--- src/rtl/err_countdown_timer_pkg.sv ---
// Shared definitions for the error countdown timer.
//   - calc FSM state constant for the error state that starts the countdown
//   - timer state encoding
//   - default load / clamp ceiling values
//   - load_value(): picks the countdown length from cfg_sec
package err_countdown_timer_pkg;

    localparam logic [3:0] STATE_CALC_ERROR = 4'd14;

    localparam int DEFAULT_SEC_DEF = 10;
    localparam int MAX_SEC_DEF     = 15;

    typedef enum logic [1:0] {
        ST_IDLE   = 2'd0,
        ST_RUN    = 2'd1,
        ST_EXPIRE = 2'd2
    } timer_state_e;

    // cfg == 0 selects the default; anything else is clamped to max_sec.
    function automatic logic [3:0] load_value(input logic [3:0] cfg,
                                              input logic [3:0] dflt,
                                              input logic [3:0] max_sec);
        if (cfg == 4'd0) begin
            return dflt;
        end else if (cfg > max_sec) begin
            return max_sec;
        end else begin
            return cfg;
        end
    endfunction

endpackage

--- src/rtl/err_countdown_timer_tick_prescaler.sv ---
// Second-tick prescaler.
//   clk   in  system clock
//   rst_n in  asynchronous active-low reset
//   clr   in  synchronous clear back to 0 (takes priority over counting)
//   en    in  count enable; counter held at 0 while low
//   tick  out high during the wrap cycle (count == TICK_DIV-1), combinational
module err_countdown_timer_tick_prescaler #(
    parameter int TICK_DIV = 4
) (
    input  logic clk,
    input  logic rst_n,
    input  logic clr,
    input  logic en,
    output logic tick
);

    localparam int             CW   = (TICK_DIV > 1) ? $clog2(TICK_DIV) : 1;
    localparam logic [CW-1:0]  LAST = CW'(TICK_DIV - 1);

    logic [CW-1:0] cnt;

    always_ff @(posedge clk or negedge rst_n) begin
        if (!rst_n) begin
            cnt <= '0;
        end else if (clr || !en) begin
            cnt <= '0;
        end else if (cnt == LAST) begin
            cnt <= '0;
        end else begin
            cnt <= cnt + CW'(1);
        end
    end

    // A clear in the wrap cycle swallows the tick.
    assign tick = en && !clr && (cnt == LAST);

endmodule

--- src/rtl/err_countdown_timer.sv ---
// Seconds countdown for the "Err XX" display.
//   clk       in  system clock
//   rst_n     in  asynchronous active-low reset
//   start     in  one-cycle pulse: load and (re)start
//   abort     in  stop immediately, clear count (beats start)
//   cfg_sec   in  countdown length, 0 selects DEFAULT_SEC
//   time_left out remaining whole seconds (registered)
//   busy      out high while RUN (registered)
//   expired   out one-cycle pulse when the count reaches 0 (registered)
//   sec_tick  out one-cycle pulse per second boundary while RUN (registered)
//
// state  | meaning
// IDLE   | waiting for start, time_left holds last value
// RUN    | counting down one per TICK_DIV clocks
// EXPIRE | single cycle after reaching 0, expired high
module err_countdown_timer
    import err_countdown_timer_pkg::*;
#(
    parameter int CLK_HZ      = 100_000_000,
    parameter int TICK_DIV    = CLK_HZ,
    parameter int DEFAULT_SEC = DEFAULT_SEC_DEF,
    parameter int MAX_SEC     = MAX_SEC_DEF
) (
    input  logic       clk,
    input  logic       rst_n,
    input  logic       start,
    input  logic       abort,
    input  logic [3:0] cfg_sec,
    output logic [3:0] time_left,
    output logic       busy,
    output logic       expired,
    output logic       sec_tick
);

    localparam logic [3:0] DEF4 = 4'(DEFAULT_SEC);
    localparam logic [3:0] MAX4 = 4'(MAX_SEC);

    timer_state_e state;
    logic [3:0]   load_l;
    logic         tick;

    assign load_l = load_value(cfg_sec, DEF4, MAX4);

    err_countdown_timer_tick_prescaler #(
        .TICK_DIV(TICK_DIV)
    ) u_prescaler (
        .clk  (clk),
        .rst_n(rst_n),
        .clr  (abort || start),
        .en   (state == ST_RUN),
        .tick (tick)
    );

    always_ff @(posedge clk or negedge rst_n) begin
        if (!rst_n) begin
            state     <= ST_IDLE;
            time_left <= 4'd0;
            busy      <= 1'b0;
            expired   <= 1'b0;
            sec_tick  <= 1'b0;
        end else begin
            expired  <= 1'b0;
            sec_tick <= 1'b0;
            if (abort) begin
                state     <= ST_IDLE;
                time_left <= 4'd0;
                busy      <= 1'b0;
            end else if (start) begin
                // A tick coinciding with start is dropped: no decrement, fresh load.
                if (load_l != 4'd0) begin
                    state     <= ST_RUN;
                    time_left <= load_l;
                    busy      <= 1'b1;
                end else begin
                    state     <= ST_EXPIRE;
                    time_left <= 4'd0;
                    busy      <= 1'b0;
                    expired   <= 1'b1;
                end
            end else begin
                case (state)
                    ST_RUN: begin
                        if (tick) begin
                            sec_tick <= 1'b1;
                            if (time_left <= 4'd1) begin
                                time_left <= 4'd0;
                                state     <= ST_EXPIRE;
                                busy      <= 1'b0;
                                expired   <= 1'b1;
                            end else begin
                                time_left <= time_left - 4'd1;
                            end
                        end
                    end
                    ST_EXPIRE: state <= ST_IDLE;
                    ST_IDLE:   state <= ST_IDLE;
                    default:   state <= ST_IDLE;
                endcase
            end
        end
    end

endmodule
--- config.mk ---
export PLATFORM = sky130hd
export DESIGN_NAME = err_countdown_timer
export DESIGN_NICKNAME = d
export VERILOG_FILES = /design/src/rtl/err_countdown_timer_pkg.sv /design/src/rtl/err_countdown_timer_tick_prescaler.sv /design/src/rtl/err_countdown_timer.sv
export SDC_FILE = /design/constraint.sdc
export NUM_CORES = 1
export LEC_CHECK = 0
export ABC_AREA = 1
export CAP_MARGIN = 10
export CORE_MARGIN = 2
export CORE_UTILIZATION = 50
export CTS_CLUSTER_SIZE = 40
export DETAILED_ROUTE_END_ITERATION = 16
export PLACE_DENSITY = 0.78
export SKIP_CTS_REPAIR_TIMING = 1
export SLEW_MARGIN = 10
export SYNTH_ARGS = -nofsm -noshare
export SYNTH_HDL_FRONTEND = slang
export SYNTH_SLANG_ARGS = --single-unit
--- constraint.sdc ---
create_clock -name clk -period 1.4 [get_ports clk]
set_input_delay 0.21 -clock clk [delete_from_list [all_inputs] [get_ports clk]]
set_output_delay 0.21 -clock clk [all_outputs]
set_load 0.01 [all_outputs]
# Word level (Yosys, flattened, before mapping)
# Cells that the tools add are included.
dict set report word_totals {
  register_bits 36
  latch_bits 0
  ram_bits 0
  rom_bits 0
  n_memories 0
}
dict set report op_classes {
  addsub 2
  multipliers 0
  div 0
  n_lt_le_gt_ge 2
  n_eq_ne 4
  shifts 0
  n_mux 32
  bitwise 0
  n_reduce_logical 14
}
# cell n
set op_table {}
lappend op_table {{$mux 27} 2}
lappend op_table {{$mux 4} 8}
lappend op_table {{$add 27x1->27 const B} 1}
lappend op_table {{$eq 27x27->1 const B} 1}
lappend op_table {{$mux 1} 16}
lappend op_table {{$mux 2} 6}
lappend op_table {{$reduce_bool 3->1} 3}
lappend op_table {{$ne 4x4->1 const B} 2}
lappend op_table {{$gt 4x4->1 const B} 1}
lappend op_table {{$le 4x1->1 const B} 1}
lappend op_table {{$logic_not 4->1} 1}
lappend op_table {{$reduce_and 2->1} 2}
lappend op_table {{$reduce_bool 4->1} 1}
lappend op_table {{$sub 4x1->4 const B} 1}
lappend op_table {{$reduce_and 3->1} 1}
lappend op_table {{$eq 2x1->1 const B} 1}
lappend op_table {{$logic_and 1x1->1} 2}
lappend op_table {{$logic_not 1->1} 2}
lappend op_table {{$logic_or 1x1->1} 2}

# Longest topological paths before layout
dict set report logic_depth {
  depth_word 8
  ltp_mapped 9
  mapped_depth_nobuf 9
}

# Cells and area by module
# From an unflattened synthesis, not the netlist that was laid out.
dict set report hier_totals {
  cells_unflattened 291
  hier_area_um2 2177.1
}
# module n_inst cells_each area_per_inst_um2
set modules_own_cells {}
lappend modules_own_cells {err_countdown_timer_tick_prescaler 1 218 1631.6}
lappend modules_own_cells {err_countdown_timer 1 73 545.5}

# Least setup slack after synthesis
# OpenSTA, ideal clock, no wires.
dict set report synth_timing {
  path_kind {reg2reg}
  from {register u_prescaler.cnt[0]}
  to {register state[0]}
  setup_ps 128
  arrival_ps 1357
  required_ps 1272
  setup_slack_ps -85
  stages_incl_launch_ff 9
  period_less_slack_ps 1485
  cell_sequence {dfrtp_1 ha_1 inv_2 nor2_4 nand2_4 nor2_8 nand2_2 nand2_2 nand3_1}
}
dict set report synth_via {
  elab_chain_len 4
}
# element line
set synth_rtl {}
lappend synth_rtl {{start: declaration} err_countdown_timer_tick_prescaler.sv:20} ;# logic [CW-1:0] cnt;
lappend synth_rtl {{start signal: assignment} err_countdown_timer_tick_prescaler.sv:30} ;# cnt <= cnt + CW'(1);
lappend synth_rtl {{$eq 27x27->1} err_countdown_timer_tick_prescaler.sv:35} ;# assign tick = en && !clr && (cnt == LAST);
lappend synth_rtl {{$logic_and 1x1->1} err_countdown_timer_tick_prescaler.sv:35}
lappend synth_rtl {{$ne 4x4->1 (no line)} n/a}
lappend synth_rtl {{$reduce_and 2->1 (no line)} n/a}
lappend synth_rtl {{end signal: assignment} err_countdown_timer.sv:56} ;# state <= ST_IDLE;
lappend synth_rtl {{end signal: assignment} err_countdown_timer.sv:65} ;# state <= ST_IDLE;
lappend synth_rtl {{end signal: assignment} err_countdown_timer.sv:71} ;# state <= ST_RUN;
lappend synth_rtl {{end: declaration} err_countdown_timer.sv:38} ;# timer_state_e state;
# Every way passes these cells.
# A chain may end at the register's enable or synchronous reset.

# Final worst setup path
dict set report layout_timing {
  from {register u_prescaler.cnt[9]}
  to {register time_left[3]}
}
dict set report layout_via {
  elab_chain_len 4
}
# element line
set layout_rtl {}
lappend layout_rtl {{$eq 27x27->1} err_countdown_timer_tick_prescaler.sv:35}
lappend layout_rtl {{$logic_and 1x1->1} err_countdown_timer_tick_prescaler.sv:35}
lappend layout_rtl {{$reduce_bool 3->1 (no line)} n/a}
lappend layout_rtl {{$reduce_and 2->1 (no line)} n/a}
lappend layout_rtl {{end signal: assignment} err_countdown_timer.sv:72} ;# time_left <= load_l;
lappend layout_rtl {{end signal: assignment} err_countdown_timer.sv:91} ;# time_left <= time_left - 4'd1;
lappend layout_rtl {{end: declaration} err_countdown_timer.sv:29} ;# output logic [3:0] time_left,
# Every way passes these cells.

==> reports/metrics.cfg <==
[critical_path]
worst-path-stages=9
crit_chain=inv_2 -> nand2_2 -> nor2_4 -> nand2_2 -> nor2_4 -> nand3_4 -> nand2_4 -> nand2_2 -> nand2_1
rr_startpoint=u_prescaler.cnt[9]
critPathRequiredTime_ns=1.63
cp_slowest_cell=dfrtp_2
cp-start-kind=flop
regToRegSetupSlack_ns=-0.03
max_stage_delay_ns=0.45
cp_max_fo=6
crit_family=simple AND/OR/NAND/NOR gates
cp-end-kind=flop
critPathKind=flop to flop
worst_path_most_repeated_cell=nand2_2
startpoint=u_prescaler.cnt[9]
cp_num_buf_inv=1
crit_arrival_ns=1.67
rr_worst_depth=9

[synthesis]
ys_ff_latch=36
synth_edf_count=0
synth_compound_area_share_pct=3.859
yosysTopAreaCell=dfrtp_1
yosys.area_share.xor_xnor_pct=3.043
yosys_warnings=0
synth_area_per_cell_um2=6.771
synth-async-reset-ratio_pct=100.0
ys_types=26
synth_cells=340
synth_area_um2=2302
synthSimpleGateAreaFrac_pct=45.22
synth_top_family_by_area=simple AND/OR/NAND/NOR gates
synth_most_common_cell=nand2_1
synthTopCellsByCount=nand2_1 (93), nor2_1 (79), dfrtp_1 (36), inv_1 (36), nand3_1 (33)
synth_adder_area_share_pct=1.630
synthTopCellsByArea=dfrtp_1 (39%), nand2_1 (15%), nor2_1 (13%), nand3_1 (7.2%), inv_1 (5.9%)
muxShareOfSynthArea_pct=0
ys.flop_type=dfrtp_1
synth.top_cell.area_share_pct=39.13
syn_nets=351
synth_sequential_area_ratio_pct=39.13

[place]
hpwlAfterDp_um=4537
place_congestion=0.9906
io_buffers=14
placed_area_um2=2788
dpl.cell_count=440

[power]
total_power_mw=2.225
vdd_drop_max_mv=0.4875
p_per_area_nw_per_um2=683.2
p_leak_nw=1.459

[cells_and_area]
finish.net_count=417
syn_to_final_growth_pct=41.47
instances_no_fill=458
diodes=0
final_util_pct=74.29
fillers=315
layout-drive-gt1-share_pct=35.96
multiInputGateArea_um2=1505
final_area_um2=3257
seqCellArea_um2=907.1

[sta]
slew_viol_final=0
worst_slack_ns=-0.03249
min_period_ns=1.432
period_share_pct=102.3
worst_pin_slew_ns=0.4631
finalSetupViolations=4
clock.fmax_mhz=698.1
fin_skew_ns=0.004426
final_hold_viol_count=0
slew-limit-headroom_pct=69.13
rsz0062_at_grt=yes

[clocking]
clk_pin_slew_ns=0.07
h-tree-depth=2
tritoncts=done
cts_buffers=5
cts_sinks=36
root_buffer=clkbuf_8
clkLatencyLatePin_ns=0.29
clockBufferDepth=2

[drt]
firstDrtPassIters=5
postRouteAntennaNets=0
vias=2402
viasPerCell=5.245
drtIter0Drc=134
wire_per_inst_um=14.44
drc=0
wl_um=6614

[floorplan]
dieArea_um2=5163
dieHeight_um=71.86
initial_core_util_pct=52.51
io_pins=15
die_x_um=71.86
fp-row-count=24
core_area_um2=4384

[global_route]
grt_pass1_wl_um=10040
grt_overflow=0
grt_antenna_before_repair=0
gr-usage-all-layers_pct=25.28
grt_max_degree=37
grt_pass1_vias=2279

[run_status]
violations=negative setup slack
outcome=finished, violations left

[job]
max_cap_violations=0

[min_path]
worst_hold_path_type=input port to async pin

## final cells by class
type                            instances  share of cell area (%)
Clock buffer                            7                   2.958
Inverter                               41                   4.725
Multi-Input combinational cell        261                   46.22
Sequential cell                        36                   27.85
Tap cell                               52                   1.998
Timing Repair Buffer                   61                   16.25
## flip-flops by register name, summed over array words and instances (netlist names)
signal and cells:
busy 1, expired 1, sec_tick 1, state 2, time_left 4, u_prescaler.cnt 27
## per-layer routing
metal  GRT usage (%)  wire (um)  up-vias
li1                -          -     1193
met1           31.21       2801     1127
met2           42.49       3354       67
met3           5.907        316       15
met4           10.48        142        0
met5               0          0        -
## tightest hold or removal path: stages
cell	delay (ns)
dlygate4sd3_1	0.51
buf_2	0.09
buf_4	0.39
## per-stage QoR
step | setup WS, ns | hold slack (ns) | setup TNS [ns]
finish | -0.03249 | 0.4794 | -0.1047
global placement | -0.06250 | 0.2801 | -0.2227
detailed placement | -0.1105 | 0.2802 | -0.7134
global route | -0.1305 | 0.5455 | -1.208
CTS | -0.1436 | -0.03377 | -1.406
floorplan | -0.02205 | -0.08559 | -0.02205
## path summary, 6_finish.rpt
| kind | to |
|---|---|
| min in group clk | time_left[3] |
| worst min-delay path | u_prescaler.cnt[21] |
| worst min register to register | time_left[3] |
| worst max register to register | time_left[3] |
| worst max-delay path | time_left[3] |
| max in group asynchronous | u_prescaler.cnt[10] |
## logic make-up (layout without fill, tap and decap cells)
kind of cell,Yosys count,after routing
flops,36,36
fa+ha+maj,3,3
buf+inv,43,109
simple gates,235,235
xor+xnor,8,8
compound gates,15,15
## report_power, final
part	total [mW]	internal, mW	switching (mW)
logic	0.341	0.162	0.179
registers	1.08	1.06	0.0174
clock network	0.804	0.438	0.366
## cell usage in the layout (no fill, tap or decap), types with 3 or more instances in the layout
master and instances:
nand2_1 71, nor2_1 55, buf_4 42, dfrtp_1 31, inv_1 30, nand3_1 26, nand2_2 22, nor2_2 21
nor2_4 14, inv_2 11, nand3_2 7, clkbuf_8 7, clkdlybuf4s50_1 7, dlymetal6s2s_1 6, nand2_4 5, nand4_1 5
xor2_1 5, dfrtp_2 5, nor3_1 3, o21ai_0 3, o22ai_1 3, buf_6 3
Note: power is estimated with default switching activity, not from simulation.
